[config.mk]
export PLATFORM = sky130hd
export DESIGN_NAME = io_controller
export DESIGN_NICKNAME = d
export VERILOG_FILES = /design/src/rtl/io_controller_pkg.sv /design/src/rtl/io_controller_counters.sv /design/src/rtl/io_controller.sv
export SDC_FILE = /design/constraint.sdc
export NUM_CORES = 1
export LEC_CHECK = 0
export BUFFER_PORTS_ARGS = -buffer_cell sky130_fd_sc_hd__buf_2
export CORE_ASPECT_RATIO = 0.9
export CORE_UTILIZATION = 40
export CTS_BUF_LIST = sky130_fd_sc_hd__clkbuf_2 sky130_fd_sc_hd__clkbuf_4 sky130_fd_sc_hd__clkbuf_8
export DETAILED_ROUTE_END_ITERATION = 12
export GPL_ROUTABILITY_DRIVEN = 0
export MAX_ROUTING_LAYER = met4
export PLACE_DENSITY = 0.61
export SLEW_MARGIN = 40
export SYNTH_ARGS = -nofsm -noshare
export SYNTH_HDL_FRONTEND = slang
export SYNTH_SLANG_ARGS = --single-unit
[constraint.sdc]
create_clock -name clk -period 2.6 [get_ports clk]
set_input_delay 0.52 -clock clk [delete_from_list [all_inputs] [get_ports clk]]
set_output_delay 0.52 -clock clk [all_outputs]
set_load 0.01 [all_outputs]
[src/rtl/io_controller_pkg.sv]
// Shared constants and helpers for the memory-mapped I/O controller.
package io_controller_pkg;

    // Register offsets within the I/O region (low address bits only).
    localparam int unsigned IO_CTRL      = 32'h00;
    localparam int unsigned IO_RX_DATA   = 32'h04;
    localparam int unsigned IO_TX_DATA   = 32'h08;
    localparam int unsigned IO_CYCLE_CNT = 32'h10;
    localparam int unsigned IO_INSTR_CNT = 32'h14;
    localparam int unsigned IO_CNT_RST   = 32'h18;

    // Decoded register select.
    typedef enum logic [2:0] {
        RegNone,
        RegCtrl,
        RegRxData,
        RegTxData,
        RegCycleCnt,
        RegInstrCnt,
        RegCntRst
    } io_reg_e;

    // Map a zero-extended offset onto a register select; unmapped offsets give RegNone.
    function automatic io_reg_e decode_offset(input int unsigned ofs);
        io_reg_e sel;
        sel = RegNone;
        case (ofs)
            IO_CTRL:      sel = RegCtrl;
            IO_RX_DATA:   sel = RegRxData;
            IO_TX_DATA:   sel = RegTxData;
            IO_CYCLE_CNT: sel = RegCycleCnt;
            IO_INSTR_CNT: sel = RegInstrCnt;
            IO_CNT_RST:   sel = RegCntRst;
            default:      sel = RegNone;
        endcase
        return sel;
    endfunction

endpackage

[src/rtl/io_controller_counters.sv]
// Free-running cycle counter and retired-instruction counter with synchronous clear.
module io_counters
    import io_controller_pkg::*;
#(
    parameter int unsigned XLEN = 32
) (
    input  logic            clk,
    input  logic            rst,
    input  logic            clr,
    input  logic            instr_retire,
    output logic [XLEN-1:0] cycle_cnt,
    output logic [XLEN-1:0] instr_cnt
);

    logic [XLEN-1:0] cycle_q, cycle_d;
    logic [XLEN-1:0] instr_q, instr_d;

    // Next counter values; a clear beats the increment in the same cycle.
    always_comb begin
        cycle_d = cycle_q + XLEN'(1);
        instr_d = instr_q + XLEN'(instr_retire);
        if (clr) begin
            cycle_d = '0;
            instr_d = '0;
        end
    end

    // Counter state registers.
    always_ff @(posedge clk) begin
        if (rst) begin
            cycle_q <= '0;
            instr_q <= '0;
        end else begin
            cycle_q <= cycle_d;
            instr_q <= instr_d;
        end
    end

    assign cycle_cnt = cycle_q;
    assign instr_cnt = instr_q;

endmodule

[src/rtl/io_controller.sv]
// Memory-mapped I/O controller: UART RX/TX holding registers, counters, registered read port.
module io_controller
    import io_controller_pkg::*;
#(
    parameter int unsigned XLEN  = 32,
    parameter int unsigned OFS_W = 8
) (
    input  logic            clk,
    input  logic            rst,
    input  logic [XLEN-1:0] io_adr,
    input  logic            io_we,
    input  logic            io_re,
    input  logic [XLEN-1:0] io_wdata,
    output logic [XLEN-1:0] io_rdata,
    input  logic            instr_retire,
    output logic [7:0]      uart_tx_data,
    output logic            uart_tx_valid,
    input  logic            uart_tx_ready,
    input  logic [7:0]      uart_rx_data,
    input  logic            uart_rx_valid,
    output logic            uart_rx_ready
);

    io_reg_e         sel;
    logic            tx_wr, cnt_clr, rx_rd;
    logic            rx_accept, tx_hs;
    logic            rx_full_q, rx_full_d;
    logic [7:0]      rx_byte_q, rx_byte_d;
    logic            tx_pending_q, tx_pending_d;
    logic [7:0]      tx_byte_q, tx_byte_d;
    logic [XLEN-1:0] rdata_mux;
    logic [XLEN-1:0] io_rdata_q, io_rdata_d;
    logic [XLEN-1:0] cycle_cnt, instr_cnt;

    // Address bits above the decoded offset and the upper store-data bits are don't-care.
    logic unused_bits;
    assign unused_bits = ^{io_adr[XLEN-1:OFS_W], io_wdata[XLEN-1:8]};

    assign sel     = decode_offset(32'(io_adr[OFS_W-1:0]));
    assign tx_wr   = io_we && (sel == RegTxData);
    assign cnt_clr = io_we && (sel == RegCntRst);
    assign rx_rd   = io_re && (sel == RegRxData);

    assign rx_accept = uart_rx_valid && !rx_full_q;
    assign tx_hs     = tx_pending_q && uart_tx_ready;

    // RX holding register: a read drains it; a byte lands only while empty.
    always_comb begin
        rx_full_d = rx_full_q;
        rx_byte_d = rx_byte_q;
        if (rx_rd) begin
            rx_full_d = 1'b0;
        end
        // Only possible while empty, so it never collides with a draining read.
        if (rx_accept) begin
            rx_byte_d = uart_rx_data;
            rx_full_d = 1'b1;
        end
    end

    // TX holding register: writes while a byte is pending are dropped.
    always_comb begin
        tx_pending_d = tx_pending_q;
        tx_byte_d    = tx_byte_q;
        if (tx_hs) begin
            tx_pending_d = 1'b0;
        end else if (tx_wr && !tx_pending_q) begin
            tx_byte_d    = io_wdata[7:0];
            tx_pending_d = 1'b1;
        end
    end

    // Read mux over pre-update register values.
    always_comb begin
        rdata_mux = '0;
        case (sel)
            RegCtrl:     rdata_mux = {{(XLEN-2){1'b0}}, rx_full_q, !tx_pending_q};
            RegRxData:   rdata_mux = {{(XLEN-8){1'b0}}, rx_byte_q};
            RegCycleCnt: rdata_mux = cycle_cnt;
            RegInstrCnt: rdata_mux = instr_cnt;
            default:     rdata_mux = '0;
        endcase
        io_rdata_d = io_re ? rdata_mux : io_rdata_q;
    end

    // UART holding registers and registered read data.
    always_ff @(posedge clk) begin
        if (rst) begin
            rx_full_q    <= 1'b0;
            rx_byte_q    <= '0;
            tx_pending_q <= 1'b0;
            tx_byte_q    <= '0;
            io_rdata_q   <= '0;
        end else begin
            rx_full_q    <= rx_full_d;
            rx_byte_q    <= rx_byte_d;
            tx_pending_q <= tx_pending_d;
            tx_byte_q    <= tx_byte_d;
            io_rdata_q   <= io_rdata_d;
        end
    end

    io_counters #(
        .XLEN (XLEN)
    ) u_counters (
        .clk          (clk),
        .rst          (rst),
        .clr          (cnt_clr),
        .instr_retire (instr_retire),
        .cycle_cnt    (cycle_cnt),
        .instr_cnt    (instr_cnt)
    );

    assign io_rdata      = io_rdata_q;
    assign uart_tx_valid = tx_pending_q;
    assign uart_tx_data  = tx_byte_q;
    assign uart_rx_ready = !rx_full_q;

endmodule
==> run_results.csv, run 1 <==
group,metric,value,unit
setup_path,reg2reg_setup_slack,0.29,ns
synthesis,synth-xor-area-share,3.527,%
route,vias_per_cell,5.413,
worst_hold_path,hold_path.class,"in2reg",
floorplanning,coreArea,12690,um2
synthesis,synth_top_family_by_area,"simple AND/OR/NAND/NOR gates",
clocking,cts_made_buffers,17,
sta,tightest_slew,0.6840,ns
power,internal-power,0.002778,W
floorplanning,rows,39,
power,power.density,578.3,nW/um2
route,first_pass_iters,5,
setup_path,critPathKind,"reg2reg",
synthesis,synthArstFlopShare,0,%
global_routing,antenna_found_initial,0,
sta,drv_slew,0,
finish,drive_gt1_share,21.78,%
route,vias,4590,
route,drc_errors,0,
clocking,htree_levels,4,
setup_path,r2r_end,"u_counters.instr_cnt[18]",
setup_path,cp-end-kind,"flip-flop",
run_status,outcome,"finished clean",
power,p_comb_share,4.1,%
clocking,clockRootBuffer,"clkbuf_8",
floorplanning,die_h,110.3,um
clocking,cts_tree,"yes",
worst_hold_path,hold_end,"uart_tx_data[6]",
synthesis,synth-simple-area-share,25.70,%
place,port_buffers,72,
finish,final_cell_mix,"dfxtp_1 (114), buf_2 (72), a21oi_1 (67), nor2_1 (59), nand2_1 (53)",
sta,period_share,88.95,%
floorplanning,initial_utilization,41.10,%
job,maxCapViolCount,0,
setup_path,cp_max_fo,14,
route,postRouteAntennaNets,0,
synthesis,synth_compound_area_share,13.94,%
clocking,clk_pin_slew_worst_paths,0.06,ns
clocking,insertion_delay,0.43,ns
global_routing,grt_max_degree,56,
clocking,cts_resized,0,
finish,layout_commonest_cell,"dfxtp_1",
route,drt_iter0_markers,257,
synthesis,synth_edf_count,0,
synthesis,synth_cell_types,44,
clocking,holdBufCountCts,0,
floorplanning,io_pins,121,
floorplanning,die-area,13500,um2
global_routing,grt_pass1_vias,3995,
synthesis,syn-instance-count,604,
synthesis,syn-num-nets,686,
power,p_seq_share,50.1,%
synthesis,syn-cell-area,5215,um2
synthesis,yosysSeqAreaShare,43.76,%
power,power_leakage,2.338,nW
route,routed_wl,12420,um
worst_hold_path,whs_path_depth,3,
route,avgRoutedWirePerCell,14.65,um
synthesis,synth_ff_type,"dfxtp_1",
synthesis,ys_warn_count,0,
finish,design_area,6147,um2
clocking,cts_setup_buffers,0,
finish,antenna_cells,0,
setup_path,slowest_stage,"or4_1",
sta,finalSetupViolCount,0,
finish,area_growth,17.87,%
global_routing,track_usage,20.03,%
synthesis,ys_ff_latch,114,
global_routing,grt_pass1_wl,20030,um
power,power,0.003555,W
sta,fin_skew,0.01072,ns
sta,rsz0062_at_grt,"no",
sta,finalCriticalPeriod,2.313,ns
sta,tns,0,ns
sta,finalHoldViolCount,0,
setup_path,ff2ff_path_depth,6,
setup_path,max_stage_delay,0.75,ns
place,postPlaceCellArea,5749,um2
global_routing,grt_overflow,0,
finish,finalNetCount,754,
synthesis,synthMuxAreaShare,8.757,%
worst_hold_path,worstHoldStart,"io_wdata[6]",
power,vdd_drop_max,393.5,uV
place,hpwl,8777,um
clocking,cts_max_path_buffers,2,
setup_path,start_kind,"flip-flop",
synthesis,syn_area_per_cell,8.634,um2
power,p_switching,0.0007767,W
synthesis,synthAdderAreaFrac,0.7198,%
floorplanning,die_w,122.4,um
setup_path,timing.critical_path.cells,"ha_1, ha_1, nand2_1, or4_1, or4_1, a21oi_1",
sta,fmax,0.4324,GHz
power,p_clk_share,45.8,%
sta,slew-limit-headroom,53.98,%
setup_path,worstReg2RegStart,"u_counters.instr_cnt[0]",
setup_path,cp.required,2.96,ns
setup_path,critPathArrivalTime,2.67,ns
power,power_switching_share,21.85,%
clocking,clock_sinks,114,
==> logic make-up (layout without fill, tap and decap cells) <==
group / after synthesis / after routing
adders and majority gates: 3 / 3
AOI/OAI and AO/OA: 126 / 126
buffers and inverters: 47 / 127
xor gates and xnor gates: 21 / 21
and+or+nand+nor: 252 / 252
muxes: 41 / 41
DFF: 114 / 114
==> metal layers <==
layer,global-route usage (%),wire (um),up-vias
met5,-,0,-
met4,6.794,102,0
met3,4.990,644,10
met2,26.52,5256,108
met1,29.03,6417,2162
li1,-,-,2310
==> flip-flops by register name (all words and copies together), names as in the netlist <==
| name | flops |
|---|---|
| u_counters.cycle_cnt | 32 |
| uart_tx_valid | 1 |
| uart_tx_data | 8 |
| u_counters.instr_cnt | 32 |
| rx_full_q | 1 |
| rx_byte_q | 8 |
| io_rdata | 32 |
==> power by group through the flow <==
stage	registers [W]	clock network, W	logic [W]
2_1_floorplan	0.00181	0	0.0000907
5_1_grt	0.00178	0.00175	0.000164
3_3_place_gp	0.00182	0	0.000144
4_1_cts	0.00178	0.00166	0.000148
6_report	0.00178	0.00163	0.000148
3_5_place_dp	0.00182	0	0.000148
==> per-stage QoR <==
step | std cells | setup slack (ns) | hold slack, ns | utilization (%)
finish | 848 | 0.2872 | 0.3271 | 48.45
global placement | 817 | 0.06905 | 0.4345 | 45.32
CTS | 848 | 0.2852 | 0.3052 | 48.45
detailed placement | 817 | 0.02161 | 0.4387 | 45.32
floorplan | 604 | 0.2595 | 0.4331 | -
global route | 848 | 0.1386 | 0.3156 | 48.45
==> critical path: cells and delay by family, from the launching register on <==
| family | cells | cell delay [ns] |
|---|---|---|
| simple gates | 3 | 1.40 |
| fa+ha+maj | 2 | 0.34 |
| flops | 1 | 0.33 |
| compound gates | 1 | 0.16 |
==> synthesized netlist by cell type (2+ instances only) <==
cell      number  area share, %
a211oi_1       2           0.29
a21oi_1       67            6.4
a22oi_1        6           0.86
a31oi_1        2           0.24
and2_1         3           0.36
and3_1         5           0.60
and4_1         9            1.5
buf_1          5           0.36
buf_2          2           0.19
clkbuf_1      26            1.9
dfxtp_1      114             44
ha_1           3           0.72
inv_1         12           0.86
mux2_2        27            5.8
mux2i_1       13            2.5
nand2_1       53            3.8
nand2b_1       5           0.60
nand3_1       23            2.2
nand4_1       13            1.6
nor2_1        59            4.2
nor2b_1       25            3.0
nor3_1         9           0.86
nor4_1         5           0.60
o21a_1         3           0.43
o21ai_0       21            2.0
o31ai_1       21            3.0
o41ai_1        2           0.34
or3_1          9            1.1
or4_1         26            3.7
xnor2_1       12            2.0
xor2_1         9            1.5
==> worst max-delay path by stage <==
| stage | start | endpoint | slack [ns] | depth (start not counted) |
|---|---|---|---|---|
| floorplan | instr_retire | u_counters.instr_cnt[16] | 0.26 | 7 |
| global placement | instr_retire | u_counters.instr_cnt[20] | 0.07 | 8 |
| detailed placement | instr_retire | u_counters.instr_cnt[20] | 0.02 | 8 |
| CTS | u_counters.instr_cnt[0] | u_counters.instr_cnt[18] | 0.29 | 6 |
| global route | u_counters.instr_cnt[0] | u_counters.instr_cnt[20] | 0.14 | 7 |
| finish | u_counters.instr_cnt[0] | u_counters.instr_cnt[18] | 0.29 | 6 |
==> area by class of cell <==
class	instances	area, um2
flip-flops and latches	114	2282
multi-input cells	443	2754
clock inverters	4	45.04
clock buffers	27	352.8
inverters	12	45.04
well taps	164	205.2
fillers	1232	6540
repair buffers	84	462.9
(Power assumes the default switching activity.)
==> run 2, diff against run 1 <==
--- a/config.mk
+++ b/config.mk
@@ -13,6 +13,8 @@
 export GPL_ROUTABILITY_DRIVEN = 0
 export MAX_ROUTING_LAYER = met4
 export PLACE_DENSITY = 0.61
+export RECOVER_POWER = 100
+export SKIP_CTS_REPAIR_TIMING = 1
 export SLEW_MARGIN = 40
 export SYNTH_ARGS = -nofsm -noshare
 export SYNTH_HDL_FRONTEND = slang
==> constraint.sdc (replaced) <==
create_clock -name clk -period 2.6 [get_ports clk]
set_input_delay 0.52 -clock clk [delete_from_list [all_inputs] [get_ports clk]]
set_output_delay 0.52 -clock clk [all_outputs]
set_load 0.1 [all_outputs]
==> run 2 against run 1 <==
Sequential power about the same. Critical endpoint unchanged. Sequential share of layout area increased by 0.48 points. Critical path type unchanged. Die area unchanged. Register-to-register slack got worse by 0.02 ns. Wire length decreased by 0.72%.
==> run_results.csv, run 2 (same netlist as run 1, synthesis figures left out) <==
group,metric,value,unit
power,power_leakage,2.137,nW
finish,final_cell_mix,"dfxtp_1 (114), a21oi_1 (67), nor2_1 (59), nand2_1 (53), clkbuf_1 (45)",
setup_path,r2r_end,"u_counters.instr_cnt[18]",
floorplanning,io_pins,121,
place,hpwl,8777,um
sta,fin_skew,0.009744,ns
setup_path,ff2ff_path_depth,6,
route,drt_iter0_markers,245,
sta,tightest_slew,1.200,ns
clocking,cts_made_buffers,17,
sta,finalSetupViolCount,0,
worst_hold_path,worstHoldStart,"io_wdata[7]",
sta,finalHoldViolCount,0,
sta,slew-limit-headroom,20.32,%
floorplanning,die_w,122.4,um
sta,finalCriticalPeriod,2.333,ns
place,port_buffers,72,
finish,drive_gt1_share,15.06,%
sta,tns,0,ns
clocking,htree_levels,4,
clocking,cts_tree,"yes",
floorplanning,rows,39,
route,routed_wl,12330,um
sta,setup_slack,0.2668,ns
setup_path,worstReg2RegStart,"u_counters.instr_cnt[0]",
global_routing,track_usage,20.03,%
finish,finalNetCount,754,
job,maxCapViolCount,0,
setup_path,start_kind,"flip-flop",
clocking,insertion_delay,0.43,ns
route,avgRoutedWirePerCell,14.54,um
floorplanning,coreArea,12690,um2
clocking,clk_pin_slew_worst_paths,0.06,ns
power,power.density,585.7,nW/um2
route,vias_per_cell,5.384,
route,first_pass_iters,4,
global_routing,grt_max_degree,56,
setup_path,critPathKind,"reg2reg",
finish,antenna_cells,0,
sta,fmax,0.4286,GHz
global_routing,antenna_found_initial,0,
finish,area_growth,16.36,%
setup_path,cp-end-kind,"flip-flop",
finish,nFillCells,1258,
global_routing,grt_pass1_vias,3995,
route,wl_met1,6214,um
setup_path,critPathArrivalTime,2.67,ns
setup_path,cp_max_fo,14,
setup_path,setup.worst_path.start,"u_counters.instr_cnt[0]",
setup_path,cp.required,2.94,ns
route,wl_met3,759,um
sta,rsz0062_at_grt,"no",
worst_hold_path,hold_path.class,"in2reg",
clocking,cts_max_path_buffers,2,
clocking,clockRootBuffer,"clkbuf_8",
clocking,clock_sinks,114,
finish,fin_util,47.83,%
floorplanning,initial_utilization,41.10,%
route,postRouteAntennaNets,0,
global_routing,grt_pass1_wl,20030,um
floorplanning,die-area,13500,um2
route,drc_errors,0,
run_status,outcome,"finished clean",
route,top_layer,"met4",
power,vdd_drop_max,391.1,uV
setup_path,reg2reg_setup_slack,0.27,ns
global_routing,grt_overflow,0,
place,place_ws,0.02161,ns
route,dr_wl_met2,5284,um
sta,period_share,89.74,%
finish,layout_commonest_cell,"dfxtp_1",
worst_hold_path,whs_path_depth,3,
setup_path,cp-endpoint,"u_counters.instr_cnt[18]",
sta,drv_slew,0,
floorplanning,die_h,110.3,um
route,vias,4566,
==> run 2: how the worst min path moves through the flow <==
stage / endpoint
after floorplan: rx_byte_q[1]
after global routing: rx_byte_q[5]
after detailed placement: io_rdata[0]
after global placement: io_rdata[0]
final: uart_tx_data[7]
after CTS: uart_tx_data[7]
==> run 2: report_power, final <==
| part | total, W | switching, W | internal (W) |
|---|---|---|---|
| registers | 0.00178 | 0.0000164 | 0.00176 |
| logic | 0.000154 | 0.000100 | 0.0000536 |
| clock network | 0.00162 | 0.000664 | 0.000957 |
==> run 2: final cells by class <==
type                            instances  area, um2  share of cell area [%]
Timing Repair Buffer                   84      384.1                   6.330
Tap cell                              164      205.2                   3.381
Inverter                               12      45.04                  0.7423
Sequential cell                       114       2282                   37.61
Multi-Input combinational cell        443       2754                   45.38
Clock buffer                           27      352.8                   5.814
Clock inverter                          4      45.04                  0.7423
==> run 2: routing by layer <==
layer  GRT usage, %  vias up
li1               -     2313
met1          29.03     2142
met2          26.52      104
met3          4.990        7
met4          6.794        0
met5              -        -
==> run 2: stage by stage <==
step | power, W | hold slack [ns] | instances | cell area, um2
3_5_place_dp | 0.001976 | 0.4387 | 817 | 5749
5_1_grt | 0.003697 | 0.3156 | 848 | 6068
4_1_cts | 0.003599 | 0.3052 | 848 | 6147
6_report | 0.003554 | 0.3275 | 848 | 6068
2_1_floorplan | 0.001913 | 0.4331 | 604 | 5215
3_3_place_gp | 0.001973 | 0.4345 | 817 | 5749
==> run 2: critical path, stage by stage (launching register included) <==
cell     delay, ns
dfxtp_1       0.33
ha_1          0.17
ha_1          0.17
nand2_1       0.07
or4_1         0.74
or4_1         0.58
a21oi_1       0.16
==> run 3, diff against run 2 <==
--- a/config.mk
+++ b/config.mk
@@ -14,6 +14,7 @@
 export MAX_ROUTING_LAYER = met4
 export PLACE_DENSITY = 0.61
 export RECOVER_POWER = 100
+export SETUP_SLACK_MARGIN = 0.4
 export SKIP_CTS_REPAIR_TIMING = 1
 export SLEW_MARGIN = 40
 export SYNTH_ARGS = -nofsm -noshare
==> run 3 against run 2 <==
Die area stayed put. Global-route usage is 0.57 points higher. Non-clock buffer count is 1 higher. Hold slack worse by 0.0042 ns. Utilization is 0.47 points higher. Largest power group unchanged.
==> run_results.csv, run 3 (same netlist as run 1, synthesis figures left out) <==
group,metric,value,unit
run_status,outcome,"finished clean",
sta,tightest_slew,1.352,ns
place,port_buffers,72,
route,wl_met1,6633,um
clocking,cts_tree,"yes",
route,postRouteAntennaNets,0,
setup_path,worstReg2RegStart,"u_counters.instr_cnt[0]",
finish,drive_gt1_share,14.74,%
setup_path,ff2ff_path_depth,7,
global_routing,grt_overflow,0,
route,drc_errors,0,
worst_hold_path,hold_end,"rx_byte_q[1]",
job,maxCapViolCount,0,
setup_path,cp_max_fo,17,
finish,nFillCells,1266,
clocking,insertion_delay,0.43,ns
route,vias,4577,
clocking,clock_sinks,114,
setup_path,reg2reg_setup_slack,0.31,ns
finish,finalNetCount,755,
clocking,cts_made_buffers,17,
route,vias_per_cell,5.391,
clocking,clk_pin_slew_worst_paths,0.07,ns
sta,finalCriticalPeriod,2.290,ns
setup_path,crit_buf_inv,1,
place,hpwl,8898,um
sta,setup_slack,0.3104,ns
setup_path,cp.required,2.97,ns
finish,antenna_cells,0,
sta,rsz0062_at_grt,"no",
floorplanning,die_h,110.3,um
sta,drv_slew,0,
sta,fin_skew,0.01179,ns
setup_path,max_stage_delay,0.56,ns
worst_hold_path,worstHoldStart,"uart_rx_data[1]",
floorplanning,die_w,122.4,um
floorplanning,io_pins,121,
worst_hold_path,whs_path_depth,3,
power,power.density,585.2,nW/um2
global_routing,antenna_found_initial,0,
route,top_layer,"met4",
global_routing,grt_pass1_vias,4138,
setup_path,slowest_stage,"or4_1",
worst_hold_path,hold_path.class,"in2reg",
floorplanning,initial_utilization,41.10,%
finish,area_growth,17.51,%
global_routing,grt_pass1_wl,20730,um
finish,layout_commonest_cell,"dfxtp_1",
floorplanning,coreArea,12690,um2
floorplanning,die-area,13500,um2
route,first_pass_iters,5,
setup_path,crit_top_cell,"or4_1",
setup_path,start_kind,"flip-flop",
route,drt_iter0_markers,235,
sta,tns,0,ns
setup_path,timing.critical_path.cells,"ha_1, ha_4, nand2_2, or4_1, buf_12, or4_1, a21oi_1",
setup_path,crit_family,"simple AND/OR/NAND/NOR gates",
sta,finalSetupViolCount,0,
setup_path,cp-end-kind,"flip-flop",
sta,finalHoldViolCount,0,
setup_path,r2r_end,"u_counters.instr_cnt[18]",
finish,fin_util,48.30,%
global_routing,track_usage,20.59,%
clocking,clockRootBuffer,"clkbuf_8",
finish,final_cell_mix,"dfxtp_1 (114), a21oi_1 (67), nor2_1 (59), nand2_1 (52), clkbuf_1 (43)",
sta,fmax,0.4367,GHz
route,avgRoutedWirePerCell,14.90,um
sta,slew-limit-headroom,9.841,%
power,power_leakage,2.168,nW
power,vdd_drop_max,348.1,uV
floorplanning,rows,39,
route,wl_met3,517,um
global_routing,grt_max_degree,56,
setup_path,critPathArrivalTime,2.66,ns
clocking,cts_max_path_buffers,2,
clocking,htree_levels,4,
sta,period_share,88.06,%
route,dr_wl_met2,5317,um
route,routed_wl,12650,um
setup_path,critPathKind,"reg2reg",
place,place_ws,0.1392,ns
==> run 3: cell count changes in the layout (fill, tap and decap cells not counted), sizes merged <==
cell    delta
buf        +4
clkbuf     -3
==> run 3: worst max path at each step <==
stage	from	cells after the start	end
after detailed placement	instr_retire	8	u_counters.instr_cnt[16]
after floorplan	instr_retire	7	u_counters.instr_cnt[16]
after CTS	u_counters.instr_cnt[0]	7	u_counters.instr_cnt[16]
after global routing	u_counters.instr_cnt[0]	7	u_counters.instr_cnt[18]
after global placement	instr_retire	8	u_counters.instr_cnt[18]
final	u_counters.instr_cnt[0]	7	u_counters.instr_cnt[18]
==> run 3: cell type report <==
cell class / instances / area, um2 / share of cell area (%)
well taps: 164 / 205.2 / 3.348
repair buffers: 85 / 429.2 / 7.003
clock inverters: 4 / 45.04 / 0.7350
multi-input cells: 443 / 2769 / 45.18
flip-flops and latches: 114 / 2282 / 37.24
inverters: 12 / 45.04 / 0.7350
clock buffers: 27 / 352.8 / 5.757
==> run 3: stage by stage <==
step                      cells  hold WS [ns]  instance area, um2  total power, W
after floorplan             604        0.4331                5243        0.001916
after global placement      818        0.4345                5797        0.001977
after detailed placement    818        0.4378                5797        0.001981
after CTS                   849        0.2960                6195        0.003620
after global routing        849        0.3184                6128        0.003716
final                       849        0.3233                6128        0.003586
==> run 3: routing by layer <==
metal / global-route usage (%) / vias to the layer above
met3: 4.681 / 15
met4: 7.578 / 0
met1: 29.40 / 2134
li1: - / 2322
met5: - / -
met2: 27.93 / 106
==> run 3: where the power goes <==
part	switching [W]	internal, W	leakage (nW)
sequential	0.0000172	0.00176	0.920
clock	0.000691	0.000957	0.212
combinational	0.000100	0.0000573	1.04
total	0.000809	0.00278	2.17
==> run 3: worst register-to-register path: cells and delay by family, from the launching register on <==
family	cells	cell delay, ns
compound gates	1	0.15
fa+ha+maj	2	0.43
flops	1	0.34
buf+inv	1	0.18
simple gates	3	1.12
